`src/rtl/sleep_ctrl_unit.sv`:
```
// sleep_ctrl_unit
// Core sleep controller. It takes a sleep request from the core over APB and
// waits until the core has been idle for IDLE_CYCLES consecutive cycles. It
// then gates the core clock off. The clock comes back one cycle after an
// enabled wake source (irq_i or event_i) is seen high. It also counts the
// cycles spent asleep.
//
// Ports:
//   HCLK, HRESETn        clock, asynchronous active-low reset
//   PADDR/PWDATA/PWRITE  APB request (PSEL/PENABLE qualify it)
//   PRDATA               APB read data, valid in the access cycle, else 0
//   PREADY, PSLVERR      tied to 1 / 0 (zero wait states, never errors)
//   irq_i, event_i       wake sources from the interrupt / event service units
//   core_busy_i          core still has outstanding transactions
//   core_clk_en_o        core clock-gate enable (low only while asleep)
//   sleep_o              high only while asleep
//
// Register map (word index PADDR[3:2], upper address bits must be zero):
//   0 CTRL       W  bit0=1 requests sleep; reads 0
//   1 STATUS     R  [1:0] FSM state, [2] wake_cond
//   2 WAKE_MASK  RW [0] wake on irq, [1] wake on event
//   3 SLEEP_CNT  R  cycles asleep; any write clears it
module sleep_ctrl_unit #(
  parameter int APB_ADDR_WIDTH = 12,
  parameter int IDLE_CYCLES    = 2,
  parameter int CNT_WIDTH      = 32
) (
  input  logic                      HCLK,
  input  logic                      HRESETn,
  input  logic [APB_ADDR_WIDTH-1:0] PADDR,
  input  logic [31:0]               PWDATA,
  input  logic                      PWRITE,
  input  logic                      PSEL,
  input  logic                      PENABLE,
  output logic [31:0]               PRDATA,
  output logic                      PREADY,
  output logic                      PSLVERR,
  input  logic                      irq_i,
  input  logic                      event_i,
  input  logic                      core_busy_i,
  output logic                      core_clk_en_o,
  output logic                      sleep_o
);

  typedef enum logic [1:0] {
    ST_RUN       = 2'd0,
    ST_WAIT_IDLE = 2'd1,
    ST_SLEEP     = 2'd2,
    ST_WAKE      = 2'd3
  } state_t;

  localparam int IDLE_W = $clog2(IDLE_CYCLES + 1);
  localparam logic [IDLE_W:0] IDLE_TARGET = (IDLE_W + 1)'(IDLE_CYCLES);

  state_t                state;
  logic [IDLE_W-1:0]     idle_cnt;
  logic [IDLE_W:0]       idle_cnt_inc;
  logic [1:0]            wake_mask;
  logic [CNT_WIDTH-1:0]  sleep_cnt;

  logic       apb_wr;
  logic       apb_rd;
  logic       addr_hit;
  logic [1:0] reg_idx;
  logic       wake_cond;
  logic       sleep_req;
  logic       idle_done;
  logic       unused_bits;

  assign PREADY  = 1'b1;
  assign PSLVERR = 1'b0;

  assign apb_wr   = PSEL & PENABLE & PWRITE;
  assign apb_rd   = PSEL & PENABLE & ~PWRITE;
  // Only the first four words of the slave are mapped; everything else aliases to nothing.
  assign addr_hit = (PADDR[APB_ADDR_WIDTH-1:4] == '0);
  assign reg_idx  = PADDR[3:2];

  assign wake_cond = (wake_mask[0] & irq_i) | (wake_mask[1] & event_i);
  assign sleep_req = apb_wr & addr_hit & (reg_idx == 2'd0) & PWDATA[0];

  // The idle count includes the current cycle, so the FSM leaves WAIT_IDLE on
  // the cycle that completes IDLE_CYCLES consecutive non-busy cycles.
  assign idle_cnt_inc = {1'b0, idle_cnt} + (IDLE_W + 1)'(1);
  assign idle_done    = ~core_busy_i & (idle_cnt_inc >= IDLE_TARGET);

  assign unused_bits = ^{PADDR[1:0], PWDATA[31:2]};

  // Sleep FSM. The outputs are registered alongside the state so the clock
  // enable drops in the first SLEEP cycle and rises one cycle after wake_cond.
  always_ff @(posedge HCLK or negedge HRESETn) begin
    if (!HRESETn) begin
      state         <= ST_RUN;
      idle_cnt      <= '0;
      core_clk_en_o <= 1'b1;
      sleep_o       <= 1'b0;
    end else begin
      idle_cnt <= '0;
      case (state)
        ST_RUN: begin
          // A request that arrives while a wake source is already pending is dropped.
          if (sleep_req && !wake_cond) begin
            state <= ST_WAIT_IDLE;
          end
        end
        ST_WAIT_IDLE: begin
          if (wake_cond) begin
            state <= ST_RUN;
          end else if (idle_done) begin
            state         <= ST_SLEEP;
            core_clk_en_o <= 1'b0;
            sleep_o       <= 1'b1;
          end else begin
            idle_cnt <= core_busy_i ? '0 : idle_cnt_inc[IDLE_W-1:0];
          end
        end
        ST_SLEEP: begin
          if (wake_cond) begin
            state         <= ST_WAKE;
            core_clk_en_o <= 1'b1;
            sleep_o       <= 1'b0;
          end
        end
        ST_WAKE: begin
          state <= ST_RUN;
        end
        default: begin
          state <= ST_RUN;
        end
      endcase
    end
  end

  // Software-visible registers. A SLEEP_CNT write beats a same-cycle increment.
  // Clearing WAKE_MASK while asleep leaves the core asleep until reset.
  always_ff @(posedge HCLK or negedge HRESETn) begin
    if (!HRESETn) begin
      wake_mask <= 2'b11;
      sleep_cnt <= '0;
    end else begin
      if (apb_wr && addr_hit && (reg_idx == 2'd2)) begin
        wake_mask <= PWDATA[1:0];
      end
      if (apb_wr && addr_hit && (reg_idx == 2'd3)) begin
        sleep_cnt <= '0;
      end else if ((state == ST_SLEEP) && (sleep_cnt != '1)) begin
        sleep_cnt <= sleep_cnt + CNT_WIDTH'(1);
      end
    end
  end

  // Read mux. Data is returned combinationally in the access cycle only.
  always_comb begin
    PRDATA = '0;
    if (apb_rd && addr_hit) begin
      case (reg_idx)
        2'd1:    PRDATA = {29'd0, wake_cond, state};
        2'd2:    PRDATA = {30'd0, wake_mask};
        2'd3:    PRDATA[CNT_WIDTH-1:0] = sleep_cnt;
        default: PRDATA = '0;
      endcase
    end
  end

endmodule

```
`config.mk`:
```
export PLATFORM = sky130hd
export DESIGN_NAME = sleep_ctrl_unit
export DESIGN_NICKNAME = d
export VERILOG_FILES = /design/src/rtl/sleep_ctrl_unit.sv
export SDC_FILE = /design/constraint.sdc
export NUM_CORES = 1
export LEC_CHECK = 0
export BUFFER_PORTS_ARGS = -buffer_cell sky130_fd_sc_hd__buf_2
export CAP_MARGIN = 10
export CORE_MARGIN = 2
export CORE_UTILIZATION = 52
export CTS_CLUSTER_DIAMETER = 200
export DETAILED_ROUTE_END_ITERATION = 8
export GPL_TIMING_DRIVEN = 0
export PLACE_DENSITY = 0.83
export SYNTH_ARGS = -nofsm -noshare
export SYNTH_HDL_FRONTEND = slang
export SYNTH_SLANG_ARGS = --single-unit
```
`constraint.sdc`:
```
create_clock -name HCLK -period 5.7 [get_ports HCLK]
set_input_delay 0.855 -clock HCLK [delete_from_list [all_inputs] [get_ports HCLK]]
set_output_delay 0.855 -clock HCLK [all_outputs]
set_load 0.01 [all_outputs]
```
Word-level counts from Yosys, hierarchy flattened
Cells that the tools add are included.
- register bits after elaboration: 40
- word-level logic and storage cells: 68
- output and inout bits: 36
- eq/ne operators: 12
- reduce and logical (&&, ||, !) cells: 14
- $add $sub $neg: 2
- magnitude comparators: 1
- bitwise gates (word level): 12
- muxes and demuxes: 21
- operators by type and width (kind ; count):
    2-to-1 mux 32 bit ; 3
    one-hot mux 32 bit (3 select lines) ; 1
    adder 32 x 1 -> 32 bit, second input constant ; 1
    != test 32 bit, second input constant ; 1
    2-to-1 mux 2 bit ; 8
    bitwise AND 1 bit ; 9
    equality test 2 bit, second input constant ; 4
    zero test 8 bit ; 1
    != test 2 bit, second input constant ; 4
    one-hot mux 2 bit (4 select lines) ; 1
    logical AND 1 bit ; 6
    2-to-1 mux 1 bit ; 6
    equality test 2 x 1 -> 1 bit, second input constant ; 2
    zero test 2 bit ; 2
    one-hot mux 1 bit (2 select lines) ; 2
    AND reduction 4 bit ; 1
    nonzero test 2 bit ; 2
    adder 2 x 1 -> 3 bit, second input constant ; 1
    >= comparator 3 x 2 -> 1 bit, second input constant ; 1
    != test 3 bit, second input constant ; 1
    AND reduction 3 bit ; 1
    inverter 1 bit ; 2
    zero test 1 bit ; 1
    bitwise OR 1 bit ; 1

Depth between registers and ports, before layout
Gate-level depths: netlist (run 1).
- word-level depth: 8
- mapped depth: 8
- gate-level depth less buffers: 6

Worst setup path before layout (run 1)
No wires, ideal clock.
- path kind: input to output
- start point: input port PADDR[5]
- end point: output port PRDATA[10]
- path buffers: 1
- stages on the path: 5
- setup slack: 2.745 ns
- required time: 4.845 ns
- arrival: 2.100 ns
- path through: nor4bb_1 > nand4b_1 > nor2_1 > clkbuf_1 > and2_1
- cells in the longest elaborated chain, start to end: 3
- RTL lines (item ; RTL line ; text):
    from (decl) ; 30 ; input logic [APB_ADDR_WIDTH-1:0] PADDR,
    zero test 8 bit ; 76 ; assign addr_hit = (PADDR[APB_ADDR_WIDTH-1:4] == '0);
    logical AND 1 bit ; 155 ; if (apb_rd && addr_hit) begin
    2-to-1 mux 32 bit ; 155 ;
    to (decl) ; 35 ; output logic [31:0] PRDATA,
No other way between the ends.

Worst setup path in the final report (run 1)
- start point: input port PADDR[9]
- end point: output port PRDATA[11]
Same word-level chain as after synthesis.

==> qor.log, run 1 <==
INFO  job            maxCapViolations=0
INFO  place          place.detailed.hpwl=4.33mm
INFO  route          drc_errors=0
INFO  place          gp_congestion=0.830
INFO  setup_path     cp-startpoint=PADDR[9]
INFO  sta            worst-slew-pin-transition=0.924ns
INFO  clocking       post_cts_resized=0
INFO  logic_synthesis post_synth_edffs=0
INFO  sta            final.period_utilization=66.2%
INFO  setup_path     worst_ep_arrival_time=2.92ns
INFO  logic_synthesis yosysTopAreaCell=sky130_fd_sc_hd__dfrtp_1
INFO  clocking       clk_pin_slew=0.07ns
INFO  global_route   first_global_vias=2238
INFO  setup_path     critical_path_cell_list=buf_2 -> nor4_1 -> nand4b_1 -> nor2_1 -> clkbuf_1 -> and2_1 -> buf_2
INFO  route          vias=2365
INFO  route          detail-route-antenna-nets=0
INFO  logic_synthesis yosys_warnings=0
INFO  route          route.final.wire_length=5.80mm
INFO  logic_synthesis netlist_instances=282
INFO  setup_path     slowest_stage=sky130_fd_sc_hd__nor2_1
INFO  logic_synthesis synth.avg_cell_area=8.93um2
INFO  logic_synthesis synth_area=2520um2
INFO  pwr            ir_worst_vdd=132uV
INFO  die            chipHeight=73.6um
INFO  global_route   maximum_number_of_pins_on_one_net_before_global_route_repair=41
INFO  layout         drive_above_1_share=27.5%
INFO  place          post_dp_cell_area=2850um2
INFO  logic_synthesis syn_nets=336
INFO  sta            clock-skew-final=0.00978ns
INFO  global_route   global_route.overflow_total=0
INFO  logic_synthesis postSynthRegisterBits=40
INFO  logic_synthesis ys_seq_area_share=39.9%
INFO  setup_path     cp-end-kind=output pin
INFO  setup_path     most_repeated_library_cell_on_the_critical_path=sky130_fd_sc_hd__buf_2
INFO  hold_path      holdCritPathClass=reg -> reg
INFO  sta            max-slew-margin-rel=38.4%
INFO  setup_path     criticalPathCategory=in -> out
INFO  hold_path      timing.hold.worst_path_depth=2
INFO  sta            finalHoldViolations=0
INFO  route          dr_iter_0_viols=153
INFO  logic_synthesis dominant_cell_by_count_in_the_synthesized_netlist=sky130_fd_sc_hd__dfrtp_1
INFO  logic_synthesis netlist_top_cells_area=sky130_fd_sc_hd__dfrtp_1 37%, sky130_fd_sc_hd__and2_1 6.0%, sky130_fd_sc_hd__or3_1 4.5%, sky130_fd_sc_hd__o21ai_0 4.2%, sky130_fd_sc_hd__a21oi_1 4.0%
INFO  hold_path      worst_hold_startpoint=core_clk_en_o
INFO  setup_path     number_of_cells_traversed_by_the_worst_register_to_register_path=7
INFO  global_route   antenna_found_initial=0
INFO  clocking       cts_tree=yes
INFO  sta            max_freq=0.265GHz
INFO  global_route   track_usage=24.0%
INFO  setup_path     worstReg2RegStart=sleep_cnt[0]
INFO  layout         area_delta_synth_final=16.3%
INFO  route          post_drt_via_cell_ratio=5.97
INFO  die            floorplan.die.width=73.6um
INFO  pwr            sum_of_internal_switching_and_leakage_power=0.661mW
INFO  outcome        run_status=completed
INFO  clocking       ctsLongestPathBuffers=2
INFO  logic_synthesis synth-main-ff-cell=sky130_fd_sc_hd__dfrtp_1
INFO  route          route.detailed.wl_per_inst=14.6um
INFO  global_route   grt_pass1_wl=10.1mm
INFO  clocking       worstSkewPairLatency=0.30ns
INFO  die            core-area=4690um2
INFO  setup_path     critical_path.reg2reg.endpoint=sleep_cnt[25]
INFO  die            std_cell_rows=25
INFO  setup_path     cp-start-kind=primary input
INFO  die            ioPinCount=88
INFO  sta            final_max_slew_viol_count=0
INFO  clocking       post_cts_buffers=0
INFO  setup_path     cpPeakStageDelay=0.53ns
INFO  setup_path     worst-r2r-setup-slack=3.36ns
INFO  layout         finalCoreUtilization=62.4%
INFO  clocking       cts_hold_repair.buffers=0
INFO  setup_path     crit_path_max_fanout=10
INFO  sta            finalSetupViolCount=0
INFO  clocking       root_buf_cell=sky130_fd_sc_hd__clkbuf_8
INFO  pwr            power_per_cell_area=226nW/um2
INFO  sta            setup-tns-final=0ns
INFO  clocking       htree_levels=2
INFO  hold_path      whs_endpoint=core_clk_en_o
INFO  sta            grt_setup_unrepaired=no
INFO  die            fp.dieArea=5410um2
INFO  die            floorplan.initialDensity=53.7%
INFO  clocking       cts-buffers-inserted=5
INFO  layout         finalNetCount=395
INFO  clocking       numClockSinks=40
INFO  logic_synthesis yosys.area.top_type_share=36.8%
INFO  logic_synthesis synth_common_cells=37 x sky130_fd_sc_hd__dfrtp_1, 24 x sky130_fd_sc_hd__and2_1, 21 x sky130_fd_sc_hd__nand2_1, 21 x sky130_fd_sc_hd__o21ai_0
INFO  layout         num_antenna_cells=0
INFO  pwr            power.static_leakage=1.33nW
INFO  logic_synthesis netlist-cell-type-count=54
INFO  sta            timing.final.crit_period=3.77ns
INFO  setup_path     worstPathRequired=4.85ns
INFO  layout         finish.instance_area=2930um2
INFO  logic_synthesis synth_async_sr_flop_share=100%
INFO  place          buffer_ports.inserted=52
INFO  route          detailedRoute.firstPassIterationCount=4
==> area by class of cell <==
class,instances,area (um2)
flip-flops and latches,40,1000
plain buffers,12,65.1
well taps,54,67.6
clock inverters,1,5.00
multi-input cells,222,1420
fillers,422,1770
clock buffers,7,76.3
inverters,8,30.0
repair buffers,52,260
==> how the worst max path moves through the flow <==
stage,cells past startpoint,slack (ns),endpoint
final,7,1.93,PRDATA[11]
after global routing,7,1.70,PRDATA[12]
after global placement,7,2.03,PRDATA[24]
after floorplan,5,2.75,PRDATA[10]
after detailed placement,7,1.97,PRDATA[11]
after CTS,7,1.97,PRDATA[7]
==> stage by stage <==
stage	setup slack, ns	cells	hold WS [ns]
floorplan	2.75	282	0.510
global placement	2.03	388	0.498
detailed placement	1.97	388	0.511
CTS	1.97	396	0.526
global route	1.70	396	0.556
finish	1.93	396	0.520
==> worst max-delay path, delay by kind of cell <==
kind	cells	cell delay, ns
simple gates	4	1.48
buf+inv	3	0.58
==> kinds of logic (layout without fill, tap and decap cells) <==
group	Yosys count	in the layout	share of synthesized area [%]
AOI/OAI and AO/OA	67	67	16.5
other	2	2	0.298
adders and majority gates	2	2	0.994
muxes	4	4	1.79
DFF	40	40	39.9
buffers and inverters	20	80	3.78
and+or+nand+nor	142	142	35.0
xor gates and xnor gates	5	5	1.74
==> sequential cells by signal, indices dropped and copies added (netlist names), named ones only <==
name	flops
state	1
sleep_o	1
wake_mask	2
core_clk_en_o	1
sleep_cnt	32
idle_cnt	2
==> power breakdown <==
group	switching (mW)	internal, mW	leakage, nW
clock	0.0973	0.0860	0.0422
sequential	0.0391	0.313	0.437
combinational	0.0689	0.0563	0.852
==> layer usage <==
| metal | up-vias | track usage (%) | routed length [um] |
|---|---|---|---|
| met2 | 82 | 39.5 | 2770 |
| met4 | 0 | 7.47 | 54 |
| met5 | - | 0 | 0 |
| met3 | 5 | 4.25 | 323 |
| met1 | 1134 | 32.1 | 2650 |
| li1 | 1144 | - | - |
==> placed cells by master, fill, tap and decap left out, types with 2 or more instances in the layout <==
cell	n
sky130_fd_sc_hd__buf_2	56
sky130_fd_sc_hd__dfrtp_1	37
sky130_fd_sc_hd__and2_1	24
sky130_fd_sc_hd__nand2_1	21
sky130_fd_sc_hd__o21ai_0	21
sky130_fd_sc_hd__nor2_1	20
sky130_fd_sc_hd__a21oi_1	20
sky130_fd_sc_hd__or3_1	18
sky130_fd_sc_hd__inv_1	8
sky130_fd_sc_hd__clkbuf_1	7
sky130_fd_sc_hd__nand3_1	7
sky130_fd_sc_hd__nor3_1	6
sky130_fd_sc_hd__nand4_1	5
sky130_fd_sc_hd__o31ai_1	5
sky130_fd_sc_hd__clkbuf_8	5
sky130_fd_sc_hd__nand4b_1	4
sky130_fd_sc_hd__mux2_2	4
sky130_fd_sc_hd__xor2_1	4
sky130_fd_sc_hd__a21oi_2	4
sky130_fd_sc_hd__a22oi_1	3
sky130_fd_sc_hd__and4b_1	3
sky130_fd_sc_hd__nor2b_1	3
sky130_fd_sc_hd__and4_1	3
sky130_fd_sc_hd__or2_2	3
sky130_fd_sc_hd__o2111ai_1	3
sky130_fd_sc_hd__or4_1	3
sky130_fd_sc_hd__o21ai_1	3
sky130_fd_sc_hd__or3_2	3
sky130_fd_sc_hd__dfstp_2	3
sky130_fd_sc_hd__nor4_1	2
sky130_fd_sc_hd__nand2b_1	2
sky130_fd_sc_hd__and3_1	2
sky130_fd_sc_hd__nor3_2	2
sky130_fd_sc_hd__o211ai_1	2
sky130_fd_sc_hd__or4_2	2
sky130_fd_sc_hd__ha_1	2
sky130_fd_sc_hd__buf_4	2
sky130_fd_sc_hd__conb_1	2
(Power assumes the default switching activity.)
==> run 2: changes to the inputs <==
--- a/config.mk
+++ b/config.mk
@@ -8,11 +8,11 @@
 export BUFFER_PORTS_ARGS = -buffer_cell sky130_fd_sc_hd__buf_2
 export CAP_MARGIN = 10
 export CORE_MARGIN = 2
-export CORE_UTILIZATION = 52
+export CORE_UTILIZATION = 45
 export CTS_CLUSTER_DIAMETER = 200
 export DETAILED_ROUTE_END_ITERATION = 8
 export GPL_TIMING_DRIVEN = 0
-export PLACE_DENSITY = 0.83
+export PLACE_DENSITY = 0.76
 export SYNTH_ARGS = -nofsm -noshare
 export SYNTH_HDL_FRONTEND = slang
 export SYNTH_SLANG_ARGS = --single-unit
==> constraint.sdc (replaced) <==
create_clock -name HCLK -period 3.12 [get_ports HCLK]
set_input_delay 0.468 -clock HCLK [delete_from_list [all_inputs] [get_ports HCLK]]
set_output_delay 0.468 -clock HCLK [all_outputs]
set_load 0.01 [all_outputs]
==> run 2 against run 1 <==
First-iteration DRC count fell by 36%. Cell count rose by 4.5%. Clock-buffer cell count fell by 1. Combinational power rose by 81%. Global-route usage fell by 3.5 points. Via count fell by 0.55%. Flip-flop and latch count did not move. Sequential power rose by 84%. Power rose by 96%. Routed wire length rose by 1.7%. Clock power rose by 130%. Critical path depth did not move. Critical endpoint is now PRDATA[7]. Highest routed layer unchanged.
==> qor.log, run 2 (synthesis results as in run 1) <==
INFO  die            floorplan.initialDensity=46.3% [was 53.7%]
INFO  global_route   grt_util_met2=32.9% [was 39.5%]
INFO  sta            finalHoldViolations=0 [unchanged]
INFO  setup_path     worstReg2RegStart=sleep_cnt[0] [unchanged]
INFO  layout         largest_reg_flops=32 [unchanged]
INFO  setup_path     cp-end-kind=output pin [unchanged]
INFO  route          vias=2352 [was 2365]
INFO  global_route   first_global_vias=2248 [was 2238]
INFO  die            core-area=5440um2 [was 4690 um2]
INFO  setup_path     criticalPathCategory=in -> out [unchanged]
INFO  place          place.detailed.hpwl=4.29mm [was 4.33 mm]
INFO  route          drc_errors=0 [unchanged]
INFO  clocking       numClockSinks=40 [unchanged]
INFO  sta            clock-skew-final=0.00570ns [was 0.00978 ns]
INFO  place          place_ws=0.0500ns [was 1.97 ns]
INFO  die            fp.dieArea=6210um2 [was 5410 um2]
INFO  pwr            power_per_cell_area=434nW/um2 [was 226 nW/um2]
INFO  die            ioPinCount=88 [unchanged]
INFO  hold_path      holdCritPathClass=in -> async [was reg -> reg]
INFO  layout         num_antenna_cells=0 [unchanged]
INFO  setup_path     worstPathRequired=2.65ns [was 4.85 ns]
INFO  clocking       post_cts_buffers=0 [unchanged]
INFO  route          post_drt_via_cell_ratio=5.68 [was 5.97]
INFO  sta            grt_setup_unrepaired=no [unchanged]
INFO  sta            worst-slew-pin-transition=0.890ns [was 0.924 ns]
INFO  global_route   track_usage=20.5% [was 24.0%]
INFO  setup_path     worst-r2r-setup-slack=0.83ns [was 3.36 ns]
INFO  layout         layout.cells.most_common=sky130_fd_sc_hd__buf_2 [unchanged]
INFO  global_route   grt_pass1_wl=10.2mm [was 10.1 mm]
INFO  die            floorplan.die.width=78.8um [was 73.6 um]
INFO  layout         finish.instance_area=2980um2 [was 2930 um2]
INFO  die            std_cell_rows=27 [was 25]
INFO  route          detail-route-antenna-nets=0 [unchanged]
INFO  layout         drive_above_1_share=28.1% [was 27.5%]
INFO  sta            worst_slack=0.278ns [was 1.93 ns]
INFO  global_route   global_route.overflow_total=0 [unchanged]
INFO  layout         largest-register=sleep_cnt [unchanged]
INFO  layout         finalNetCount=395 [unchanged]
INFO  global_route   antenna_found_initial=0 [unchanged]
INFO  route          route.final.wire_length=5.90mm [was 5.80 mm]
INFO  sta            max-slew-margin-rel=40.7% [was 38.4%]
INFO  clocking       clk_pin_slew=0.08ns [was 0.07 ns]
INFO  setup_path     cp-start-kind=primary input [unchanged]
INFO  setup_path     critical_path.reg2reg.endpoint=sleep_cnt[25] [unchanged]
INFO  job            maxCapViolations=0 [unchanged]
INFO  sta            setup-tns-final=0ns [unchanged]
INFO  sta            max_freq=0.352GHz
INFO  route          detailedRoute.firstPassIterationCount=4 [unchanged]
INFO  clocking       root_buf_cell=sky130_fd_sc_hd__clkbuf_8 [unchanged]
INFO  global_route   top_usage_layer=met2 [unchanged]
INFO  place          buffer_ports.inserted=52 [unchanged]
INFO  layout         finalCoreUtilization=54.8% [was 62.4%]
INFO  pwr            ir_worst_vdd=244uV [was 132 uV]
INFO  sta            final_max_slew_viol_count=0 [unchanged]
INFO  clocking       ctsLongestPathBuffers=2 [unchanged]
INFO  pwr            sum_of_internal_switching_and_leakage_power=1.29mW [was 0.661 mW]
INFO  clocking       cts-buffers-inserted=5 [unchanged]
INFO  setup_path     crit_path_max_fanout=10 [unchanged]
INFO  sta            finalSetupViolCount=0 [unchanged]
INFO  route          dr_iter_0_viols=98 [was 153]
INFO  sta            final.period_utilization=91.1%
INFO  setup_path     worst_ep_arrival_time=2.37ns [was 2.92 ns]
INFO  outcome        run_status=completed [unchanged]
INFO  global_route   met3_usage_in_global_routing=4.66% [was 4.25%]
INFO  place          gp_congestion=0.862 [was 0.830]
INFO  pwr            power.static_leakage=1.34nW [was 1.33 nW]
INFO  clocking       post_cts_resized=0 [unchanged]
INFO  route          route.detailed.wl_per_inst=14.3um [was 14.6 um]
INFO  die            chipHeight=78.8um [was 73.6 um]
INFO  clocking       worstSkewPairLatency=0.29ns [was 0.30 ns]
INFO  clocking       cts_tree=yes [unchanged]
INFO  sta            timing.final.crit_period=2.84ns
INFO  clocking       cts_hold_repair.buffers=0 [unchanged]
INFO  global_route   grtUsageMet1=27.7% [was 32.1%]
INFO  place          post_dp_cell_area=2870um2 [was 2850 um2]
INFO  global_route   maximum_number_of_pins_on_one_net_before_global_route_repair=41 [unchanged]
INFO  layout         area_delta_synth_final=18.5% [was 16.3%]
INFO  clocking       htree_levels=2 [unchanged]
INFO  layout         layout.cells.most_common_list=56 x sky130_fd_sc_hd__buf_2, 37 x sky130_fd_sc_hd__dfrtp_1, 24 x sky130_fd_sc_hd__and2_1, 21 x sky130_fd_sc_hd__nand2_1, 21 x sky130_fd_sc_hd__o21ai_0 [unchanged]
INFO  setup_path     number_of_cells_traversed_by_the_worst_register_to_register_path=7 [unchanged]
INFO  layout         biggestRegsByFlops=sleep_cnt (32), idle_cnt (2), wake_mask (2) [unchanged]
INFO  layout         nFillCells=525 [was 422]
## run 2: how the worst max path moves through the flow
stage,slack (ns),start,to,cells past startpoint
CTS,0.05,PADDR[5],PRDATA[7],7
detailed placement,0.05,PADDR[5],PRDATA[7],7
global route,0.07,PADDR[5],PRDATA[12],7
finish,0.28,PADDR[5],PRDATA[7],7
floorplan,0.94,PADDR[5],PRDATA[10],5
global placement,0.14,PADDR[9],PRDATA[7],7
## run 2: area by class of cell
type / instances / area [um2] / share of cell area [%]
clock buffers: 6 / 72.6 / 2.43
flip-flops and latches: 40 / 1000 / 33.7
plain buffers: 12 / 65.1 / 2.18
clock inverters: 2 / 35.0 / 1.17
inverters: 8 / 30.0 / 1.01
repair buffers: 52 / 260 / 8.72
multi-input cells: 222 / 1430 / 47.8
well taps: 72 / 90.1 / 3.02
## run 2: stage by stage
step | hold slack [ns] | std cells
after global routing | 0.373 | 414
final | 0.298 | 414
after detailed placement | 0.498 | 406
after CTS | 0.331 | 414
after global placement | 0.494 | 406
after floorplan | 0.172 | 282
## run 2: critical path, cell delays in order
cell                       delay (ns)
sky130_fd_sc_hd__buf_2           0.10
sky130_fd_sc_hd__nor4bb_1        0.35
sky130_fd_sc_hd__nand4b_1        0.46
sky130_fd_sc_hd__nor2_4          0.36
sky130_fd_sc_hd__clkbuf_1        0.33
sky130_fd_sc_hd__and2_1          0.19
sky130_fd_sc_hd__buf_2           0.13
## run 2: layer usage
| layer | part of all wire [%] | vias up |
|---|---|---|
| met5 | 0 | - |
| met1 | 45 | 1124 |
| li1 | - | 1144 |
| met2 | 47 | 78 |
| met3 | 6.5 | 6 |
| met4 | 0.98 | 0 |
## run 2: power breakdown
part	total [mW]	switching, mW	leakage [nW]	internal [mW]
logic	0.226	0.122	0.852	0.104
registers	0.648	0.0760	0.437	0.572
clock network	0.420	0.183	0.0552	0.238
